### src/rtl/ex_result_buffer.sv
// Execute-to-memory result buffer: main (head) register plus a skid register, valid/ready on both sides.
// in_ready is decoded from registered state only, so out_ready never reaches in_ready combinationally.
module ex_result_buffer #(
  parameter int WIDTH = 64,
  parameter int RD_W  = 5
) (
  input  logic             clk,
  input  logic             rst_n,
  input  logic             flush,
  input  logic             in_valid,
  output logic             in_ready,
  input  logic [WIDTH-1:0] in_result,
  input  logic [RD_W-1:0]  in_rd,
  input  logic             in_reg_write,
  output logic             out_valid,
  input  logic             out_ready,
  output logic [WIDTH-1:0] out_result,
  output logic [RD_W-1:0]  out_rd,
  output logic             out_reg_write,
  output logic             out_zero
);

  typedef enum logic [1:0] {
    EMPTY = 2'd0,
    ONE   = 2'd1,
    FULL  = 2'd2
  } state_t;

  state_t           state;
  logic [WIDTH-1:0] main_result, skid_result;
  logic [RD_W-1:0]  main_rd, skid_rd;
  logic             main_we, skid_we;
  logic             main_zero, skid_zero;

  logic push, pop, in_we, in_zero;

  assign in_ready  = (state != FULL);
  assign out_valid = (state != EMPTY);
  assign push      = in_valid & in_ready;
  assign pop       = out_valid & out_ready;
  // Writes to x0 are dropped here so writeback never sees them; rd itself is kept.
  assign in_we     = in_reg_write & (in_rd != '0);
  assign in_zero   = (in_result == '0);

  always_ff @(posedge clk or negedge rst_n) begin
    if (!rst_n) begin
      state       <= EMPTY;
      main_result <= '0;
      main_rd     <= '0;
      main_we     <= 1'b0;
      main_zero   <= 1'b0;
      skid_result <= '0;
      skid_rd     <= '0;
      skid_we     <= 1'b0;
      skid_zero   <= 1'b0;
    end else if (flush) begin
      state <= EMPTY;
    end else begin
      case (state)
        EMPTY: begin
          if (push) begin
            state       <= ONE;
            main_result <= in_result;
            main_rd     <= in_rd;
            main_we     <= in_we;
            main_zero   <= in_zero;
          end
        end
        ONE: begin
          if (push && pop) begin
            main_result <= in_result;
            main_rd     <= in_rd;
            main_we     <= in_we;
            main_zero   <= in_zero;
          end else if (push) begin
            state       <= FULL;
            skid_result <= in_result;
            skid_rd     <= in_rd;
            skid_we     <= in_we;
            skid_zero   <= in_zero;
          end else if (pop) begin
            state <= EMPTY;
          end
        end
        FULL: begin
          if (pop) begin
            state       <= ONE;
            main_result <= skid_result;
            main_rd     <= skid_rd;
            main_we     <= skid_we;
            main_zero   <= skid_zero;
          end
        end
        default: state <= EMPTY;
      endcase
    end
  end

  assign out_result    = main_result;
  assign out_rd        = main_rd;
  // Gated so stale head contents after a pop or flush never look like a write.
  assign out_reg_write = main_we & out_valid;
  assign out_zero      = main_zero;

endmodule
### config.mk
export PLATFORM = sky130hd
export DESIGN_NAME = ex_result_buffer
export DESIGN_NICKNAME = d
export VERILOG_FILES = /design/src/rtl/ex_result_buffer.sv
export SDC_FILE = /design/constraint.sdc
export NUM_CORES = 1
export LEC_CHECK = 0
export CORE_ASPECT_RATIO = 2
export CORE_UTILIZATION = 50
export DETAILED_ROUTE_END_ITERATION = 10
export PLACE_DENSITY_LB_ADDON = 0.15
export SLEW_MARGIN = 10
export SYNTH_ARGS = -nofsm -noshare
export SYNTH_HDL_FRONTEND = slang
export SYNTH_SLANG_ARGS = --single-unit
export TNS_END_PERCENT = 30
### constraint.sdc
create_clock -name clk -period 4.8 [get_ports clk]
set_input_delay 0.48 -clock clk [delete_from_list [all_inputs] [get_ports clk]]
set_output_delay 0.48 -clock clk [all_outputs]
set_load 0.03 [all_outputs]
; ---- Yosys cells after proc, flatten, opt, wreduce, memory -nomap -nowiden
; Index checks and enable logic that the tools add are counted.
[totals]
output_inout_bits = 73
register_bits = 144
word_cells = 57
in_bits = 75
[op_classes]
reduce_logical = 9
mux = 23
n_bitwise = 6
eq_ne = 10
[op_table]
columns = operator, count
row1 = two-way mux 64 bit, 3
row2 = one-hot mux 64 bit (3 select lines), 1
row3 = logical NOT 64 bit, 1
row4 = two-way mux 5 bit, 3
row5 = one-hot mux 5 bit (3 select lines), 1
row6 = two-way mux 2 bit, 6
row7 = inequality test 3 bit (second input constant), 3
row8 = inequality test 2 bit (second input constant), 4
row9 = AND reduction 4 bit, 2
row10 = two-way mux 1 bit, 6
row11 = one-hot mux 1 bit (3 select lines), 2
row12 = one-hot mux 2 bit (3 select lines), 1
row13 = AND reduction 5 bit, 1
row14 = nonzero test 5 bit, 1
row15 = AND 1 bit, 4
row16 = inequality test 4 bit (second input constant), 1
row17 = nonzero test 3 bit, 1
row18 = == test 2 x 1 -> 1 bit (second input constant), 1
row19 = == test 2 bit (second input constant), 1
row20 = logical NOT 2 bit, 1
row21 = inverter 1 bit, 2
row22 = nonzero test 2 bit, 1
row23 = logical AND 1 bit, 1

; ---- Logic depth before layout (Yosys ltp)
[logic_depth]
word_depth = 7
mapped_depth = 6
mapped_depth_nobuf = 4

; ---- Worst setup path after synthesis
; OpenSTA, ideal clock, no wires.
[synth_timing]
path_kind = input to register
from = input port in_valid
to = register skid_rd[1]
setup_time_ps = 125
t_required_ps = 4675
slack_ps = 3072
n_path_buf = 2
arrival_time_ps = 1603
stages = 5
cell_sequence = nor2b_2 > or3b_1 > buf_4 > buf_6 > mux2_4
[synth_between]
elab_chain_len = 4
[synth_lines]
columns = item, line_no
row1 = "start, declared", 10  ; input logic in_valid,
row2 = AND 1 bit (*), 39  ; assign push = in_valid & in_ready;
row3 = logical AND 1 bit, 70  ; if (push && pop) begin
row4 = inverter 1 bit (no source line), -
row5 = AND reduction 4 bit (no source line) (*), -
row6 = "end signal, assigned", 78  ; skid_rd <= in_rd;
row7 = "end, declared", 31  ; logic [RD_W-1:0] main_rd, skid_rd;
; Mark *: on every way between the ends. The rest lies on a longest branch, timed or not.
; A chain may end at the register's enable or synchronous reset.

; ---- Worst setup path in the final report
[layout_timing]
from = register state[1]
to = output port in_ready
[layout_between]
elab_chain_len = 1
[layout_lines]
columns = item, line_no
row1 = "start, declared", 29  ; state_t state;
row2 = "start signal, assigned", 47  ; state <= EMPTY;
row3 = "start signal, assigned", 57  ; state <= EMPTY;
row4 = "start signal, assigned", 62  ; state <= ONE;
row5 = inequality test 2 bit, 37  ; assign in_ready = (state != FULL);
row6 = "end, declared", 11  ; output logic in_ready,
; Every way passes these cells.

==> impl_metrics.ini <==
[setup_path]
crit_path_start = state[1]$_DFFE_PN0P_
cp-start-kind = flop
required_ns = 4.32
critPathMaxFanout = 37
timing.rr.start = state[1]$_DFFE_PN0P_
path_class = reg2out
cp_data_arrival_time_ns = 2.52
worstSetupEndpointType = primary output

[clock_tree]
clock_path_buffers = 2
postCtsSetupBuffers = 0
cts_tree = yes
cts_hold_buffers = 0
cts_made_buffers = 17
post_cts_resized = 0
clk_latency_ns = 0.41
cts_root_buffer = clkbuf_16
htreeDepth = 4
clock-sinks = 144
cts.clk_slew.worst_paths_ns = 0.06

[timing]
hold_viol = 0
setup_violations = 0
period_minus_slack_ns = 3.00
fin_crit_sh_pct = 62.4
max_freq_mhz = 334
setup_ws_ns = 1.80
rsz0062_at_grt = false
skew_ns = 0.00872
final_max_slew_viol_count = 0
fin_tns_setup_ns = 0
tightestPinTransition_ns = 1.11
maxSlewHeadroom_pct = 25.8

[place]
detailed_place_hpwl_um = 10100
portBuffers = 147
place.gp.congestion = 0.792
post-place-ws_ns = 1.68

[synthesis]
syn_avg_cell_area_sq_um = 15.6
netlist_top_cells_count = 144 x dfrtp_1, 116 x mux2_2, 66 x mux2_4
synth_edf_count = 0
yosys_warnings = 0
ys.flop_type = dfrtp_1
syn-instance-count = 426
ys_seq_area_share_pct = 54.1
syn-num-nets = 501
yosysUniqueCellTypes = 29
synth_top_area_share_pct = 54.1
synth_top_cell_by_area = dfrtp_1
netlist_area_sq_um = 6660
async_flop_share_pct = 100
ys_seq_elements = 144
synth_most_common_cell = dfrtp_1
synth_area_leaders = dfrtp_1 54%, mux2_2 20%, mux2_4 15%, mux2_1 4.4%, nor4_1 1.5%

[pwr]
p_seq_share_pct = 41.5
swShare_pct = 28.5
cellPowerDensity_nw_per_um2 = 458
ir_drop_uv = 384
intPower_mw = 2.88
pwr-share-clk_pct = 31.9
power_frac_comb_pct = 26.6
p_sw_mw = 1.15
p_leak_nw = 3.85

[die]
pin_count = 148
die_y_um = 165
dieWidth_um = 83.6
core_sq_um = 13000
start_util_pct = 51.2
fp-row-count = 59
dieArea_sq_um = 13800

[flow_run]
maxCapViolCount = 0

[grt]
antenna_found_initial = 1
grt_max_degree = 98
grtUsageTotal_pct = 22.5
overflow = 0
grt_pass1_wl_um = 23800
grt_pass1_vias = 4517

[routing]
antenna_left = 0
viasPerCell = 5.56
wl_um = 14900
drc = 0
wl_per_cell_um = 20.1
via_count = 4115
drtIter0Drc = 137
first_pass_iters = 4

[final_layout]
final_nets = 649
syn_to_final_growth_pct = 32.4
drive_gt1_share_pct = 38.2

[status]
status = finished, final reports clean

[min_path]
hold_class = in2async
[per-stage QoR]
step                      total power [mW]  utilization (%)  cells  hold slack, ns  cell area [sq um]
after detailed placement              2.76             63.3    707           0.474               8230
after floorplan                       2.30                -    426           0.184               6660
final                                 4.03             67.8    740           0.128               8810
after global routing                  4.20             67.8    740           0.206               8810
after global placement                2.73             63.3    707           0.469               8230
after CTS                             4.08             67.8    739           0.180               8810
[power by group through the flow]
stage | combinational (mW) | sequential, mW | clock, mW
2_1_floorplan | 0.423 | 1.88 | 0
3_3_place_gp | 1.06 | 1.67 | 0
3_5_place_dp | 1.08 | 1.68 | 0
4_1_cts | 1.09 | 1.67 | 1.32
5_1_grt | 1.13 | 1.71 | 1.36
6_report | 1.07 | 1.67 | 1.29
[cells by family (layout without fill, tap and decap cells)]
group | Yosys count | after routing | synth area share [%]
multiplexers | 208 | 208 | 38.9
AO/OA/AOI/OAI | 11 | 11 | 0.959
AND/OR/NAND/NOR | 39 | 39 | 3.53
buffers and inverters | 24 | 185 | 2.44
flip-flops | 144 | 144 | 54.1
other | 0 | 1 | 0
[placed cells by master (no fill, tap or decap), drive strengths merged, types with 4 or more instances in the layout]
cell,n
buf,6
clkbuf,19
clkdlybuf4s50,146
clkinv,6
dfrtp,144
mux2,208
nand2,5
nand4,4
nor4,16
o21ai,5
[flip-flops by register name, summed over array words and instances, names as in the netlist]
register,count
main_we,1
out_rd,5
out_result,64
out_zero,1
skid_rd,5
skid_result,64
skid_we,1
skid_zero,1
state,2
[layer usage]
layer  part of all wire [%]  wire length (um)  vias to the layer above  GRT usage [%]
li1                       -                 -                     1853              -
met1                     39              5860                     2122           26.4
met2                     54              7980                      123           39.4
met3                    4.3               642                       17           5.37
met4                    2.7               401                        0           9.55
met5                      0                 0                        -              0
[final cells by class]
| type | count | area, sq um |
|---|---|---|
| Antenna cell | 1 | 2.50 |
| Clock buffer | 19 | 443 |
| Clock inverter | 13 | 138 |
| Fill cell | 944 | 4180 |
| Inverter | 1 | 3.75 |
| Multi-Input combinational cell | 258 | 2910 |
| Sequential cell | 144 | 3600 |
| Tap cell | 152 | 190 |
| Timing Repair Buffer | 152 | 1520 |
[critical path, cell delays in order (launching register included)]
cell	delay [ns]
dfrtp_1	0.45
nor2b_4	0.94
inv_1	0.09
clkdlybuf4s50_1	0.63
[path summary, 6_finish.rpt]
check / endpoint / slack [ns] / cells after the start
worst min-delay path: skid_result[47]$_DFFE_PN0P_ / 0.13 / 1
worst max register to register: out_result[35]$_DFFE_PN0P_ / 2.16 / 4
worst min register to register: out_result[33]$_DFFE_PN0P_ / 0.48 / 1
worst max-delay path: in_ready / 1.80 / 3
min in group clk: out_result[33]$_DFFE_PN0P_ / 0.48 / 1
max in group asynchronous: skid_result[22]$_DFFE_PN0P_ / 3.52 / 2
No activity file was read; power rests on OpenSTA's default activity.
